## src/rtl/fft_buf_pkg.sv

```systemverilog
// Shared definitions for the FFT sample buffer controllers (read and write side).
// Holds the default geometry and the frame FSM state encoding.
package fft_buf_pkg;

   localparam int FFT_DATA_W   = 16;
   localparam int FFT_ADDR_W   = 12;
   localparam int FFT_N_POINTS = 4096;

   typedef enum logic [1:0] {
      ST_IDLE  = 2'd0,
      ST_READ  = 2'd1,
      ST_DRAIN = 2'd2
   } state_e;

endpackage

```

## src/rtl/ram_rd_ctrl_if.sv

```systemverilog
// RAM read port plus FFT-bound sample stream, grouped for the read-side controller.
// The master modport is the controller, the slave modport is the RAM/FFT side.
interface ram_rd_ctrl_if
   import fft_buf_pkg::*;
#(
   parameter int DATA_W = FFT_DATA_W,
   parameter int ADDR_W = FFT_ADDR_W
);

   logic              rd_en;
   logic [ADDR_W-1:0] rd_addr;
   logic [DATA_W-1:0] rd_data;
   logic [DATA_W-1:0] m_tdata;
   logic              m_tvalid;
   logic              m_tready;
   logic              m_tlast;

   modport master (
      output rd_en, rd_addr, m_tdata, m_tvalid, m_tlast,
      input  rd_data, m_tready
   );

   modport slave (
      input  rd_en, rd_addr, m_tdata, m_tvalid, m_tlast,
      output rd_data, m_tready
   );

endinterface

```

## src/rtl/ram_rd_ctrl_rd_skid_fifo.sv

```systemverilog
// Two-entry skid FIFO holding RAM read data plus its frame-last tag.
// Head is presented straight from storage so the output stays stable while stalled.
module rd_skid_fifo #(
   parameter int WIDTH = 17
) (
   input  logic             clk,
   input  logic             rst_n,
   input  logic             push_i,
   input  logic [WIDTH-1:0] push_data_i,
   input  logic             pop_i,
   output logic [WIDTH-1:0] head_o,
   output logic [1:0]       count_o
);

   logic [WIDTH-1:0] mem_q [2];
   logic             wrPtr_q, wrPtr_d;
   logic             rdPtr_q, rdPtr_d;
   logic [1:0]       count_q, count_d;

   always_comb begin
      wrPtr_d = wrPtr_q ^ push_i;
      rdPtr_d = rdPtr_q ^ pop_i;
      count_d = count_q;
      if (push_i && !pop_i) begin
         count_d = count_q + 2'd1;
      end else if (!push_i && pop_i) begin
         count_d = count_q - 2'd1;
      end
   end

   always_ff @(posedge clk or negedge rst_n) begin
      if (!rst_n) begin
         mem_q[0] <= '0;
         mem_q[1] <= '0;
         wrPtr_q  <= 1'b0;
         rdPtr_q  <= 1'b0;
         count_q  <= 2'd0;
      end else begin
         if (push_i) begin
            mem_q[wrPtr_q] <= push_data_i;
         end
         wrPtr_q <= wrPtr_d;
         rdPtr_q <= rdPtr_d;
         count_q <= count_d;
      end
   end

   assign head_o  = mem_q[rdPtr_q];
   assign count_o = count_q;

endmodule

```

## src/rtl/ram_rd_ctrl.sv

```systemverilog
// Read-side controller: on a frame_rdy rising edge streams N_POINTS RAM samples to the FFT.
// Optional sticky overrun flag for frame_rdy edges while busy: define RD_OVERRUN_DET_EN.
module ram_rd_ctrl
   import fft_buf_pkg::*;
#(
   parameter int DATA_W   = FFT_DATA_W,
   parameter int ADDR_W   = FFT_ADDR_W,
   parameter int N_POINTS = FFT_N_POINTS
) (
   input  logic          clk,
   input  logic          rst_n,
   input  logic          frame_rdy_i,
   ram_rd_ctrl_if.master bus,
   output logic          busy_o,
   output logic          frame_done_o
`ifdef RD_OVERRUN_DET_EN
   ,
   output logic          overrun_o
`endif
);

   localparam logic [ADDR_W-1:0] LastAddr = ADDR_W'(N_POINTS - 1);

   state_e            state_q, state_d;
   logic [ADDR_W-1:0] rdAddr_q, rdAddr_d;
   logic              frameRdy_q;
   logic              inFlight_q, inFlight_d;
   logic              inFlightLast_q, inFlightLast_d;
   logic              frameDone_q, frameDone_d;
   logic              start, rdEn, pop, popLast;
   logic [1:0]        fifoCount;
   logic [DATA_W:0]   fifoHead;
   logic [2:0]        slotsUsed;

   assign start   = frame_rdy_i & ~frameRdy_q;
   assign pop     = bus.m_tvalid & bus.m_tready;
   assign popLast = pop & bus.m_tlast;

   // A slot freed by this cycle's pop may be refilled, which keeps one sample per cycle.
   assign slotsUsed = 3'(fifoCount) + 3'(inFlight_q) - 3'(pop);

   always_comb begin
      state_d        = state_q;
      rdAddr_d       = rdAddr_q;
      rdEn           = 1'b0;
      unique case (state_q)
         ST_IDLE: begin
            rdAddr_d = '0;
            if (start) begin
               state_d = ST_READ;
            end
         end
         ST_READ: begin
            if (slotsUsed < 3'd2) begin
               rdEn = 1'b1;
               if (rdAddr_q == LastAddr) begin
                  state_d = ST_DRAIN;
               end else begin
                  rdAddr_d = rdAddr_q + ADDR_W'(1);
               end
            end
         end
         ST_DRAIN: begin
            if (popLast) begin
               state_d  = ST_IDLE;
               rdAddr_d = '0;
            end
         end
         default: begin
            state_d  = ST_IDLE;
            rdAddr_d = '0;
         end
      endcase
      inFlight_d     = rdEn;
      inFlightLast_d = rdEn & (rdAddr_q == LastAddr);
      frameDone_d    = popLast;
   end

   always_ff @(posedge clk or negedge rst_n) begin
      if (!rst_n) begin
         state_q        <= ST_IDLE;
         rdAddr_q       <= '0;
         frameRdy_q     <= 1'b0;
         inFlight_q     <= 1'b0;
         inFlightLast_q <= 1'b0;
         frameDone_q    <= 1'b0;
      end else begin
         state_q        <= state_d;
         rdAddr_q       <= rdAddr_d;
         frameRdy_q     <= frame_rdy_i;
         inFlight_q     <= inFlight_d;
         inFlightLast_q <= inFlightLast_d;
         frameDone_q    <= frameDone_d;
      end
   end

   rd_skid_fifo #(
      .WIDTH(DATA_W + 1)
   ) u_fifo (
      .clk        (clk),
      .rst_n      (rst_n),
      .push_i     (inFlight_q),
      .push_data_i({inFlightLast_q, bus.rd_data}),
      .pop_i      (pop),
      .head_o     (fifoHead),
      .count_o    (fifoCount)
   );

   assign bus.rd_en    = rdEn;
   assign bus.rd_addr  = rdAddr_q;
   assign bus.m_tdata  = fifoHead[DATA_W-1:0];
   assign bus.m_tlast  = fifoHead[DATA_W];
   assign bus.m_tvalid = (fifoCount != 2'd0);
   assign busy_o       = (state_q != ST_IDLE);
   assign frame_done_o = frameDone_q;

`ifdef RD_OVERRUN_DET_EN
   logic overrun_q, overrun_d;

   assign overrun_d = overrun_q | (start & busy_o);

   always_ff @(posedge clk or negedge rst_n) begin
      if (!rst_n) begin
         overrun_q <= 1'b0;
      end else begin
         overrun_q <= overrun_d;
      end
   end

   assign overrun_o = overrun_q;
`endif

endmodule

```

## src/flat_wrapper.sv

```systemverilog
// flat-port wrapper written by rule: the top's interface ports become plain ports
module ram_rd_ctrl_flat import fft_buf_pkg::*;
#(
   parameter int DATA_W   = FFT_DATA_W,
   parameter int ADDR_W   = FFT_ADDR_W,
   parameter int N_POINTS = FFT_N_POINTS
)
  (clk, rst_n, frame_rdy_i, busy_o, frame_done_o, bus_rd_en, bus_rd_addr, bus_m_tdata, bus_m_tvalid, bus_m_tlast, bus_rd_data, bus_m_tready);
  ram_rd_ctrl_if #(.DATA_W(DATA_W), .ADDR_W(ADDR_W)) bus_i ();
  input  logic clk;
  input  logic rst_n;
  input  logic frame_rdy_i;
  output logic busy_o;
  output logic frame_done_o;
  output wire logic [$bits(bus_i.rd_en)-1:0] bus_rd_en;
  output wire logic [$bits(bus_i.rd_addr)-1:0] bus_rd_addr;
  output wire logic [$bits(bus_i.m_tdata)-1:0] bus_m_tdata;
  output wire logic [$bits(bus_i.m_tvalid)-1:0] bus_m_tvalid;
  output wire logic [$bits(bus_i.m_tlast)-1:0] bus_m_tlast;
  input wire logic [$bits(bus_i.rd_data)-1:0] bus_rd_data;
  input wire logic [$bits(bus_i.m_tready)-1:0] bus_m_tready;
  assign bus_rd_en = bus_i.rd_en;
  assign bus_rd_addr = bus_i.rd_addr;
  assign bus_m_tdata = bus_i.m_tdata;
  assign bus_m_tvalid = bus_i.m_tvalid;
  assign bus_m_tlast = bus_i.m_tlast;
  assign bus_i.rd_data = bus_rd_data;
  assign bus_i.m_tready = bus_m_tready;
  ram_rd_ctrl #(.DATA_W(DATA_W), .ADDR_W(ADDR_W), .N_POINTS(N_POINTS)) u_core (.clk(clk), .rst_n(rst_n), .frame_rdy_i(frame_rdy_i), .bus(bus_i), .busy_o(busy_o), .frame_done_o(frame_done_o));
endmodule
```

## config.mk

```make
export PLATFORM = sky130hd
export DESIGN_NAME = ram_rd_ctrl_flat
export DESIGN_NICKNAME = d
export VERILOG_FILES = /design/src/rtl/fft_buf_pkg.sv /design/src/rtl/ram_rd_ctrl_if.sv /design/src/rtl/ram_rd_ctrl_rd_skid_fifo.sv /design/src/rtl/ram_rd_ctrl.sv /design/src/flat_wrapper.sv
export SDC_FILE = /design/constraint.sdc
export NUM_CORES = 1
export LEC_CHECK = 0
export ABC_AREA = 1
export BUFFER_PORTS_ARGS = -buffer_cell sky130_fd_sc_hd__clkbuf_2
export CAP_MARGIN = 20
export CORE_MARGIN = 2
export CORE_UTILIZATION = 48
export CTS_CLUSTER_SIZE = 30
export DETAILED_ROUTE_END_ITERATION = 10
export PLACE_DENSITY = 0.76
export SYNTH_ARGS = -nofsm -noshare
export SYNTH_HDL_FRONTEND = slang
export SYNTH_HIERARCHICAL = 1
export SYNTH_SLANG_ARGS = --single-unit
```

## constraint.sdc

```tcl
create_clock -name clk -period 3.2 [get_ports clk]
set_input_delay 0.64 -clock clk [delete_from_list [all_inputs] [get_ports clk]]
set_output_delay 0.64 -clock clk [all_outputs]
set_load 0.01 [all_outputs]
```

==> flow_summary.yaml <==
floorplanning:
  fp.dieW_um: 80.1
  core-area_um2: 5540
  fp.dieArea_um2: 6420
  num_rows: 27
  ios: 53
  die_h_um: 80.1
  start_util_pct: 50.2
placed_design:
  place_area_um2: 3080
  dp_hpwl_um: 3690
  portBuffers: 52
  place_congestion: 0.817
synth:
  yosys.area.top_type: "dfrtp_1"
  synthCells: 315
  synth_top_family_by_area: "simple AND/OR/NAND/NOR gates"
  yosys.area_share.simple_pct: 19.5
  synth_most_common_cell: "nand2_1"
  ys.flop_type: "dfrtp_1"
  yosysSeqAreaShare_pct: 50.4
  synthMuxAreaShare_pct: 8.24
  synth_compound_area_share_pct: 10.1
  postSynthAreaPerCell_um2: 8.83
  netlist_top_cells_area: "dfrtp_1 (50%), nand2_1 (11%), o21ai_0 (9.0%)"
  synth_xor_area_share_pct: 0.630
  ys_seq_elements: 56
  netlist.area_leader.share_pct: 50.4
  synth_area_um2: 2780
  yosysWarnings: 6
  synth_adder_area_share_pct: 2.52
  syn_nets: 340
  synth_common_cells: "nand2_1 (84), dfrtp_1 (56), o21ai_0 (50)"
  ys_types: 25
  ys_async_sr_fraction_pct: 100
  synth_edf_count: 0
timing:
  slew_violations: 0
  clock.fmax_mhz: 336
  rsz0062_at_grt: "no"
  fin_crit_sh_pct: 93.1
  relSlewSlack_pct: 31.5
  setup_violations: 0
  final-hold-violation-count: 0
  post-route-min-period_ns: 2.98
  worst_pin_slew_ns: 1.03
  fin_tns_setup_ns: 0
  fin_skew_ns: 0.00866
worst_setup_path:
  critical_path.max_stage_delay_ns: 0.50
  cp_max_fo: 5
  cp-start-kind: "flop"
  crit_buf_inv: 3
  crit_chain: "inv_1 -> nand2_1 -> nand2_1 -> inv_1 -> nand2_1 -> o21ai_0 -> nand2_1 -> fa_1 -> nand3_1 -> nor2_1 -> clkbuf_2"
  critPathSlowestCell: "fa_1"
  critPathTopFamily: "simple AND/OR/NAND/NOR gates"
  critPathKind: "reg2out"
  critPathArrivalTime_ns: 2.34
  required_ns: 2.56
  critPathCaptureType: "output port"
  cpMostUsedCell: "nand2_1"
power:
  vdd_drop_max_mv: 0.542
  switching_share_pct: 39.1
  intPower_mw: 1.89
  leakage_nw: 1.64
  p_per_area_nw_per_um2: 958
  finalPower_mw: 3.11
  p_seq_share_pct: 36.2
  power.share.clock_pct: 17.6
  switching_power_mw: 1.21
  combPwrFrac_pct: 46.3
cts:
  clk_pin_slew_worst_paths_ns: 0.10
  cts_buffers: 5
  htree_levels: 2
  cts-hold-fix-buffers: 0
  cts_setup_buffers: 0
  cts_resized: 0
  cts_buffer_depth: 2
  cts_sinks: 56
  cts_root_buf: "clkbuf_8"
  clkLatencyLatePin_ns: 0.31
  cts_tree: "yes"
cells_and_area:
  drive_above_1_share_pct: 24.1
  multi_input_area_um2: 1140
  finalNetCount: 393
  antenna_cells: 0
  fillers: 496
  area.growth.synth_to_final_pct: 16.7
  utilization_pct: 58.5
  fin_area_um2: 3240
  seq_area_um2: 1400
route:
  ant_nets: 0
  dr.pass1.iters: 4
  viasPerCell: 4.90
  drt_wl_total_um: 5250
  drc_errors: 0
  vias: 2161
  wire_per_inst_um: 11.9
  drtIter0Drc: 124
global_route:
  grt_pass1_wl_um: 8850
  first_global_vias: 2053
  gr-total-overflow: 0
  antenna_found_initial: 0
  grt_use_total_pct: 17.5
  grt_max_degree: 57
worst_hold_path:
  min_path_type: "in2async"
run:
  maxCapViolations: 0
outcome:
  status: "completed"
[cells in the final DEF, fill, tap and decap left out]
cell type	n
fa_1	1
nand2_2	1
nand4_1	1
xnor2_1	1
inv_6	1
nor2_2	2
buf_16	1
clkbuf_8	5
nor2_4	2
nand4_4	1
nand2_4	1
nand2_1	84
mux2_2	7
nor2_1	19
dfrtp_1	56
xor2_1	1
nor3_1	1
inv_1	44
ha_1	4
buf_4	3
nand3_2	1
nand3_1	12
clkbuf_2	52
mux2_4	10
bufinv_16	2
o21ai_0	50
a21oi_1	6
[power by group through the flow]
stage                     clock (mW)  combinational (mW)  sequential, mW
after floorplan                    0                1.05            1.11
after global placement             0                1.38            1.13
after detailed placement           0                1.42            1.14
after CTS                      0.564                1.43            1.13
after global routing           0.594                1.63            1.16
final                          0.546                1.44            1.12
[cells by family after synthesis]
| logic type | Yosys count |
|---|---|
| buffers and inverters | 54 |
| adder cells (fa/ha/maj) | 5 |
| AND/OR/NAND/NOR | 125 |
| multiplexers | 17 |
| AO/OA/AOI/OAI | 56 |
| flip-flops | 56 |
| XOR/XNOR | 2 |
[path summary, 6_finish.rpt]
kind                                          start                      end  slack, ns  cells after the start
max reg2reg                u_core/u_fifo/count_o[1]   u_core/bus.rd_addr[10]       0.79                     14
min reg2reg                   u_core/u_fifo/rdPtr_q    u_core/u_fifo/rdPtr_q       0.49                      1
min in group clk                        frame_rdy_i        u_core/frameRdy_q       0.46                      1
max in group asynchronous                     rst_n  u_core/u_fifo/mem_q[15]       2.28                      2
max                        u_core/u_fifo/count_o[1]                bus_rd_en       0.22                     11
min                                           rst_n  u_core/u_fifo/mem_q[28]       0.46                      2
[layout make-up]
cell class	count	share of cell area (%)
sequential	56	43.2
multi-input combinational	205	35.1
timing repair buffer	56	9.57
inverter	44	5.09
tap	72	2.78
clock buffer	5	2.12
clock inverter	3	2.12
[per-stage QoR]
step | worst slack [ns] | hold slack, ns | instances
after global routing | 0.0484 | 0.443 | 441
final | 0.221 | 0.455 | 441
after floorplan | 0.709 | 0.344 | 315
after CTS | 0.197 | 0.444 | 440
after detailed placement | 0.444 | 0.482 | 432
after global placement | 0.493 | 0.455 | 432
[sequential cells by signal (all words and copies together) (netlist names)]
| register | cells |
|---|---|
| u_core/frame_done_o | 1 |
| u_core/u_fifo/mem_q | 34 |
| u_core/bus.rd_addr | 12 |
| u_core/u_fifo/wrPtr_q | 1 |
| u_core/u_fifo/rdPtr_q | 1 |
| u_core/inFlight_q | 1 |
| u_core/u_fifo/count_o | 2 |
| u_core/state_q | 2 |
| u_core/inFlightLast_q | 1 |
| u_core/frameRdy_q | 1 |
[routing by layer]
metal	up-vias	part of all wire, %	GRT usage (%)
li1	1096	-	-
met1	1005	47	22.6
met2	56	47	30.0
met3	4	5.1	3.37
met4	0	0.69	4.58
met5	-	0	0
Note: power is estimated with default switching activity, not from simulation.
